[src/rtl/seq_divider8_pkg.sv]
// Shared types and widths for the 8-bit sequential restoring divider.
package div_pkg;
    localparam int DIV_W  = 8;
    localparam int ITER_W = 3;

    typedef enum logic [1:0] {
        IDLE,
        ITER,
        DONE
    } state_t;
endpackage

[src/rtl/seq_divider8_sub9.sv]
// 9-bit ripple subtractor (a - b) built from full_adder cells: b inverted, carry-in 1.
// cout = 1 means no borrow, i.e. a >= b.
module full_adder (
    input  logic a,
    input  logic b,
    input  logic cin,
    output logic s,
    output logic cout
);
    assign s    = a ^ b ^ cin;
    assign cout = (a & b) | (cin & (a ^ b));
endmodule

module sub9
    import div_pkg::*;
(
    input  logic [DIV_W:0] i_a,
    input  logic [DIV_W:0] i_b,
    output logic [DIV_W:0] difference,
    output logic           cout
);
    logic [DIV_W+1:0] w_c;

    assign w_c[0] = 1'b1;

    genvar gi;
    generate
        for (gi = 0; gi <= DIV_W; gi++) begin : g_fa
            full_adder u_fa (
                .a    (i_a[gi]),
                .b    (~i_b[gi]),
                .cin  (w_c[gi]),
                .s    (difference[gi]),
                .cout (w_c[gi+1])
            );
        end
    endgenerate

    assign cout = w_c[DIV_W+1];
endmodule

[src/rtl/seq_divider8.sv]
// 8-bit unsigned restoring divider: one quotient bit per ITER cycle, results
// published only on the edge that enters DONE.
module seq_divider8
    import div_pkg::*;
(
    input  logic             Clk,
    input  logic             Reset_n,
    input  logic             Start,
    input  logic [DIV_W-1:0] Dividend,
    input  logic [DIV_W-1:0] Divisor,
    output logic [DIV_W-1:0] Quotient,
    output logic [DIV_W-1:0] Remainder,
    output logic             Busy,
    output logic             Done,
    output logic             DivByZero
);
    state_t              r_state, w_state_next;
    logic [ITER_W-1:0]   r_cnt;
    logic [DIV_W-1:0]    r_q, r_r, r_d;
    logic [DIV_W-1:0]    r_quot, r_rem;
    logic                r_dbz;
    logic [DIV_W:0]      w_p, w_diff;
    logic                w_cout, w_last;
    logic [DIV_W-1:0]    w_q_step, w_r_step;

    // Trial value: partial remainder shifted left with the next dividend bit.
    assign w_p = {r_r, r_q[DIV_W-1]};

    sub9 u_sub9 (
        .i_a        (w_p),
        .i_b        ({1'b0, r_d}),
        .difference (w_diff),
        .cout       (w_cout)
    );

    assign w_r_step = w_cout ? w_diff[DIV_W-1:0] : w_p[DIV_W-1:0];
    assign w_q_step = {r_q[DIV_W-2:0], w_cout};
    assign w_last   = (r_cnt == '1);

    always_comb begin
        w_state_next = r_state;
        Busy         = 1'b0;
        Done         = 1'b0;
        case (r_state)
            IDLE: begin
                if (Start)
                    w_state_next = (Divisor == '0) ? DONE : ITER;
            end
            ITER: begin
                Busy = 1'b1;
                if (w_last)
                    w_state_next = DONE;
            end
            DONE: begin
                Done         = 1'b1;
                w_state_next = IDLE;
            end
            default: w_state_next = IDLE;
        endcase
    end

    always_ff @(posedge Clk or negedge Reset_n) begin
        if (!Reset_n)
            r_state <= IDLE;
        else
            r_state <= w_state_next;
    end

    always_ff @(posedge Clk or negedge Reset_n) begin
        if (!Reset_n) begin
            r_cnt  <= '0;
            r_q    <= '0;
            r_r    <= '0;
            r_d    <= '0;
            r_quot <= '0;
            r_rem  <= '0;
            r_dbz  <= 1'b0;
        end else begin
            case (r_state)
                IDLE: begin
                    if (Start) begin
                        r_q   <= Dividend;
                        r_d   <= Divisor;
                        r_r   <= '0;
                        r_cnt <= '0;
                        if (Divisor == '0) begin
                            r_quot <= '1;
                            r_rem  <= Dividend;
                            r_dbz  <= 1'b1;
                        end else begin
                            r_dbz  <= 1'b0;
                        end
                    end
                end
                ITER: begin
                    r_q   <= w_q_step;
                    r_r   <= w_r_step;
                    r_cnt <= r_cnt + ITER_W'(1);
                    if (w_last) begin
                        r_quot <= w_q_step;
                        r_rem  <= w_r_step;
                    end
                end
                default: ;
            endcase
        end
    end

    assign Quotient  = r_quot;
    assign Remainder = r_rem;
    assign DivByZero = r_dbz;
endmodule

[config.mk]
export PLATFORM = sky130hd
export DESIGN_NAME = seq_divider8
export DESIGN_NICKNAME = d
export VERILOG_FILES = /design/src/rtl/seq_divider8_pkg.sv /design/src/rtl/seq_divider8_sub9.sv /design/src/rtl/seq_divider8.sv
export SDC_FILE = /design/constraint.sdc
export NUM_CORES = 1
export LEC_CHECK = 0
export ABC_AREA = 1
export BUFFER_PORTS_ARGS = -buffer_cell sky130_fd_sc_hd__buf_4
export CAP_MARGIN = 30
export CORE_UTILIZATION = 25
export DETAILED_ROUTE_END_ITERATION = 8
export PLACE_DENSITY = 0.4
export SYNTH_ARGS = -nofsm -noshare
export SYNTH_HDL_FRONTEND = slang
export SYNTH_SLANG_ARGS = --single-unit
[constraint.sdc]
create_clock -name Clk -period 5.7 [get_ports Clk]
set_input_delay 0.57 -clock Clk [delete_from_list [all_inputs] [get_ports Clk]]
set_output_delay 0.57 -clock Clk [all_outputs]
set_load 0.05 [all_outputs]
==> results.md, run 1 <==
* N_diodes at 0
* Failing checks: design-rule violations
* Starting DRT DRC Count at 86
* Maximum clock rate at 232 MHz
* Hold crit path type: in -> async
* CTS Buffer Depth at 2
* GPL Wtd Cong at 0.750
* Most used standard cells in the synthesized netlist: nand2_1 (61), dfrtp_1 (46), nand3_1 (41)
* Dpl hpwl at 4000 microns
* Initial Utilization at 26.0%
* Vias in the first global route at 1,781
* H-tree depth at 2
* Clk pwr share at 11.3%
* Die width at 97.6 microns
* Routed WL at 5540 microns
* Syn avg cell area at 9.22 sq um
* Synth warn at 0
* CTS tree: built
* Max-slew violations at 0
* TNS Setup at 0 ns
* Pwr Density at 672 nW/um^2
* Tot GR Track Use at 12.6%
* Leak at 1.37 nW
* Final period util at 75.5%
* PnR worst setup slack at 1.40 ns
* Mapped cell area at 2290 sq um
* Max-slew headroom at 46.6%
* Area growth from synthesis to layout at 19.4%
* Count of cell types in the netlist at 23
* Data required, critical path at 5.94 ns
* Congestion Overflow GR at 0
* Largest net degree at the start of global routing at 47
* Max VDD drop at 0.218 mV
* Detail Route Antenna Nets at 0
* First-pass GRT wire length at 9350 microns
* EDFF count, synth at 0
* Initial antenna violation count at 0
* Vias at 1,742
* Part of the power in combinational logic at 57.8%
* Yosys reg bits at 46
* CTS sink count at 46
* Register area share after synthesis at 50.4%
* Drt pass-1 iters at 7
* Drt wl/cell at 14.1 microns
* Final total power at 1.83 mW
* Worst skew pair latency at 0.30 ns
* Crit Path Class: reg -> reg
* Root buf cell: clkbuf_8
* Asr flop ratio synth at 100%
* Setup Skew at 0.00689 ns
* Total die area at 9530 sq um
* Layout Nets at 312
* Worst-path fanout max at 8
* RSZ-0062 raised after global routing: false
* Crit start category: register
* NetSw at 908 uW
* WP data arrival at 4.55 ns
* Max Cap Viol at 0
* Synth top area share at 50.4%
* P_int at 927 uW
* Area contributors post-synth: dfrtp_1 (50%), nand2_1 (10%), nand3_1 (9.0%)
* Post-place setup slack at 1.38 ns
* Final-layout fill cell count at 953
* DRC Markers at 13
* Outcome: finished with violations
* Setup crit end kind: register
* Primary FF master, synth: dfrtp_1
* Die Height at 97.6 microns
* Fin. Hold Viols at 0
* PortBufs at 37
* Min Tclk post-route at 4.30 ns
* Area leader, netlist: dfrtp_1
* Row count at 34
* Worst-path clk slew at 0.09 ns
* Sw Share at 49.5%
* Final setup viols at 0
* Most common cell in the netlist: nand2_1
* Net count after synthesis at 277
* Slew @ Worst Pin at 0.801 ns
* Layout cell share with drive strength beyond 1 at 21.1%
* Post-synthesis instance total at 248
* Sequential share of power at 30.9%
* TritonCTS Buffers at 5
* IO Count at 38
* Hold_buf cts at 0
* Post-CTS Setup Inserts at 0
* PostCTS Resize Cnt at 0
* Vias/cell at 4.44
* Core area at 8810 sq um
kinds of logic after synthesis:
group                    share of synthesized area [%]
flip-flops                                        50.4
buffers and inverters                             7.94
adder cells (fa/ha/maj)                           7.77
AO/OA/AOI/OAI                                     8.32
AND/OR/NAND/NOR                                   21.7
multiplexers                                      3.94
critical path, stage by stage (launching register included):
cell and delay, ns:
dfrtp_1 0.39, ha_1 0.21, fa_1 0.41, fa_1 0.43, fa_1 0.42, fa_1 0.42, fa_1 0.43, fa_1 0.43
fa_1 0.42, nand2_1 0.23, nand3_1 0.16, nand3_1 0.12, nand3_1 0.07, nand2_1 0.10
path summary, 6_finish.rpt:
kind,cells after the start,end,startpoint,slack (ns)
hold / removal,1,r_d[2],Reset_n,0.27
min in group Clk,2,Quotient[6],Quotient[6],0.48
setup / recovery,13,Remainder[3],r_d[0],1.40
setup reg to reg,13,Remainder[3],r_d[0],1.40
max in group asynchronous,1,Quotient[0],Reset_n,5.01
hold reg to reg,2,Quotient[6],Quotient[6],0.48
power groups by stage:
stage	sequential, mW	clock [mW]	combinational [mW]
floorplan	0.742	0	0.636
detailed placement	0.575	0	1.08
finish	0.568	0.207	1.06
CTS	0.569	0.220	1.08
global placement	0.577	0	1.08
global route	0.587	0.230	1.20
layout make-up:
class	count	area, sq um	share of cell area, %
multi-input combinational	162	953	34.9
clock buffer	7	86.3	3.16
timing repair buffer	38	285	10.5
inverter	30	113	4.13
tap	108	135	4.95
clock inverter	1	5.00	0.183
sequential	46	1150	42.2
stage by stage:
step                hold slack, ns  instance area (sq um)  util, %  cells
floorplan                    0.274                   2290        -    248
global placement             0.459                   2640     30.0    384
detailed placement           0.461                   2640     30.0    384
CTS                          0.307                   2730     31.0    392
global route                 0.325                   2730     31.0    392
finish                       0.270                   2730     31.0    392
placed cells by master, fill, tap and decap left out, types with 2 or more instances in the layout:
cell type and count:
nand2_1 61, dfrtp_1 46, nand3_1 41, buf_4 38
inv_1 28, o21ai_0 17, o211ai_1 8, mux2_2 8
nor2_1 7, fa_1 7, clkbuf_8 6, ha_1 3
inv_2 2, nand2_4 2, a22o_1 2
layer usage:
layer / vias to the layer above / GRT usage (%) / wire (microns)
li1: 878 / - / -
met1: 818 / 17.4 / 2670
met2: 40 / 19.9 / 2560
met3: 6 / 2.59 / 233
met4: 0 / 3.50 / 74
met5: - / 0 / 0
state kept, by name, indices dropped and copies added (netlist names):
name / cells
r_r: 8
r_cnt: 3
DivByZero: 1
r_d: 8
Quotient: 8
r_state: 2
Remainder: 8
r_q: 8
Note: power is estimated with default switching activity, not from simulation.
==> inputs of run 2 (changes only) <==
clock period = 4.43 ns   (was 5.7 ns; I/O delays follow)
==> results.md, run 2 (synthesized netlist as in run 1, its figures left out) <==
* Detail Route Antenna Nets at 0
* Hold_buf cts at 0
* DRC Markers at 13
* Final setup viols at 0
* Drt wl/cell at 14.6 microns
* Initial antenna violation count at 0
* Fin. Hold Viols at 0
* P_int at 1.20 mW
* R2R setup slack at 0.21 ns
* Worst-path clk slew at 0.09 ns
* Max Cap Viol at 0
* CTS tree: built
* Most common cell after layout, fill and taps aside: nand2_1
* Outcome: finished with violations
* Die width at 97.6 microns
* Max VDD drop at 0.222 mV
* Congestion Overflow GR at 0
* Drt pass-1 iters at 7
* Failing checks: design-rule violations
* PortBufs at 37
* Slew @ Worst Pin at 0.808 ns
* Worst skew pair latency at 0.30 ns
* Util after Layout at 31.1%
* Cells after DPL at 384
* Min Tclk post-route at 4.22 ns
* Dpl hpwl at 4120 microns
* Hold crit path type: in -> async
* Largest net degree at the start of global routing at 47
* Initial Utilization at 26.0%
* GPL Wtd Cong at 0.783
* Worst-path fanout max at 10
* Vias/cell at 4.50
* TritonCTS Buffers at 5
* Vias in the first global route at 1,773
* Crit Path Class: reg -> reg
* Maximum clock rate at 237 MHz
* Row count at 34
* First-pass GRT wire length at 9690 microns
* N_diodes at 0
* Root buf cell: clkbuf_8
* Leak at 1.37 nW
* Vias at 1,764
* Part of the power in combinational logic at 57.9%
* Core area at 8810 sq um
* Data required, critical path at 4.63 ns
* H-tree depth at 2
* NetSw at 1.19 mW
* Tot GR Track Use at 13.1%
* Max-slew headroom at 46.1%
* Routed WL at 5720 microns
* Max-slew violations at 0
* Setup crit end kind: register
* Area growth from synthesis to layout at 19.7%
* Crit start category: register
* Final std cells w/o fill at 392
* Clk pwr share at 11.5%
* Post-CTS Setup Inserts at 0
* Final period util at 95.2%
* Die Height at 97.6 microns
* Sw Share at 49.7%
* Pwr Density at 873 nW/um^2
* Layout Nets at 312
* Starting DRT DRC Count at 97
* WP data arrival at 4.41 ns
* Setup Skew at 0.00755 ns
* Total die area at 9530 sq um
* CTS sink count at 46
* CTS Buffer Depth at 2
* IO Count at 38
* Worst hold slack at 0.149 ns
* Sequential share of power at 30.6%
* Final-layout fill cell count at 959
* Layout cell share with drive strength beyond 1 at 22.2%
* Most frequent cells in the layout: nand2_1 (60), dfrtp_1 (46), nand3_1 (41)
run 2: cell counts in the layout (fill, tap and decap cells not counted):
Identical to the previous run, type by type.
run 2: critical path, stage by stage, from the launching register on:
cell	delay, ns
dfrtp_1	0.39
ha_1	0.21
fa_1	0.43
fa_2	0.38
fa_1	0.41
fa_1	0.43
fa_1	0.43
fa_1	0.43
fa_1	0.45
inv_1	0.09
nor2_2	0.10
nand3_1	0.13
nand3_1	0.11
nand3_1	0.09
nand2_1	0.06
run 2: routing by layer:
| layer | wire length, microns | part of all wire [%] | vias to the layer above | global-route usage [%] |
|---|---|---|---|---|
| li1 | - | - | 875 | - |
| met1 | 2840 | 50 | 844 | 18.4 |
| met2 | 2580 | 45 | 40 | 20.1 |
| met3 | 216 | 3.8 | 5 | 2.81 |
| met4 | 77 | 1.3 | 0 | 3.85 |
| met5 | 0 | 0 | - | 0 |
run 2: final cells by class:
class / count / area [sq um] / share of cell area, %
tap: 108 / 135 / 4.94
sequential: 46 / 1150 / 42.1
clock inverter: 1 / 5.00 / 0.183
inverter: 30 / 113 / 4.12
timing repair buffer: 38 / 285 / 10.4
clock buffer: 7 / 86.3 / 3.16
multi-input combinational: 162 / 961 / 35.1
run 2: power by group through the flow:
stage	combinational [mW]	sequential, mW	clock (mW)
2_1_floorplan	0.819	0.955	0
3_3_place_gp	1.40	0.741	0
3_5_place_dp	1.40	0.740	0
4_1_cts	1.40	0.733	0.285
5_1_grt	1.56	0.759	0.299
6_report	1.38	0.730	0.274
run 2: path summary, 6_finish.rpt:
| kind | start | end | depth (start not counted) |
|---|---|---|---|
| min reg2reg | Remainder[3] | Remainder[3] | 2 |
| max reg2reg | r_d[0] | Remainder[0] | 14 |
| min | Reset_n | r_r[0] | 1 |
| max in group asynchronous | Reset_n | Remainder[1] | 1 |
| min in group Clk | Divisor[5] | r_d[5] | 2 |
| max | r_d[0] | Remainder[0] | 14 |
run 2: through the flow:
stage          instance area, sq um  setup slack [ns]  setup TNS, ns  total power, mW
3_5_place_dp                   2640            0.0654              0             2.14
6_report                       2740             0.214              0             2.39
3_3_place_gp                   2640             0.119              0             2.14
4_1_cts                        2730            0.0646              0             2.42
2_1_floorplan                  2290             0.379              0             1.77
5_1_grt                        2740          -0.00234       -0.00234             2.62
run 2: repair_timing:
action	in CTS	in global routing
endpoints found under the hold margin	0	0
gates resized for setup	0	3
endpoints found under the setup margin	0	12
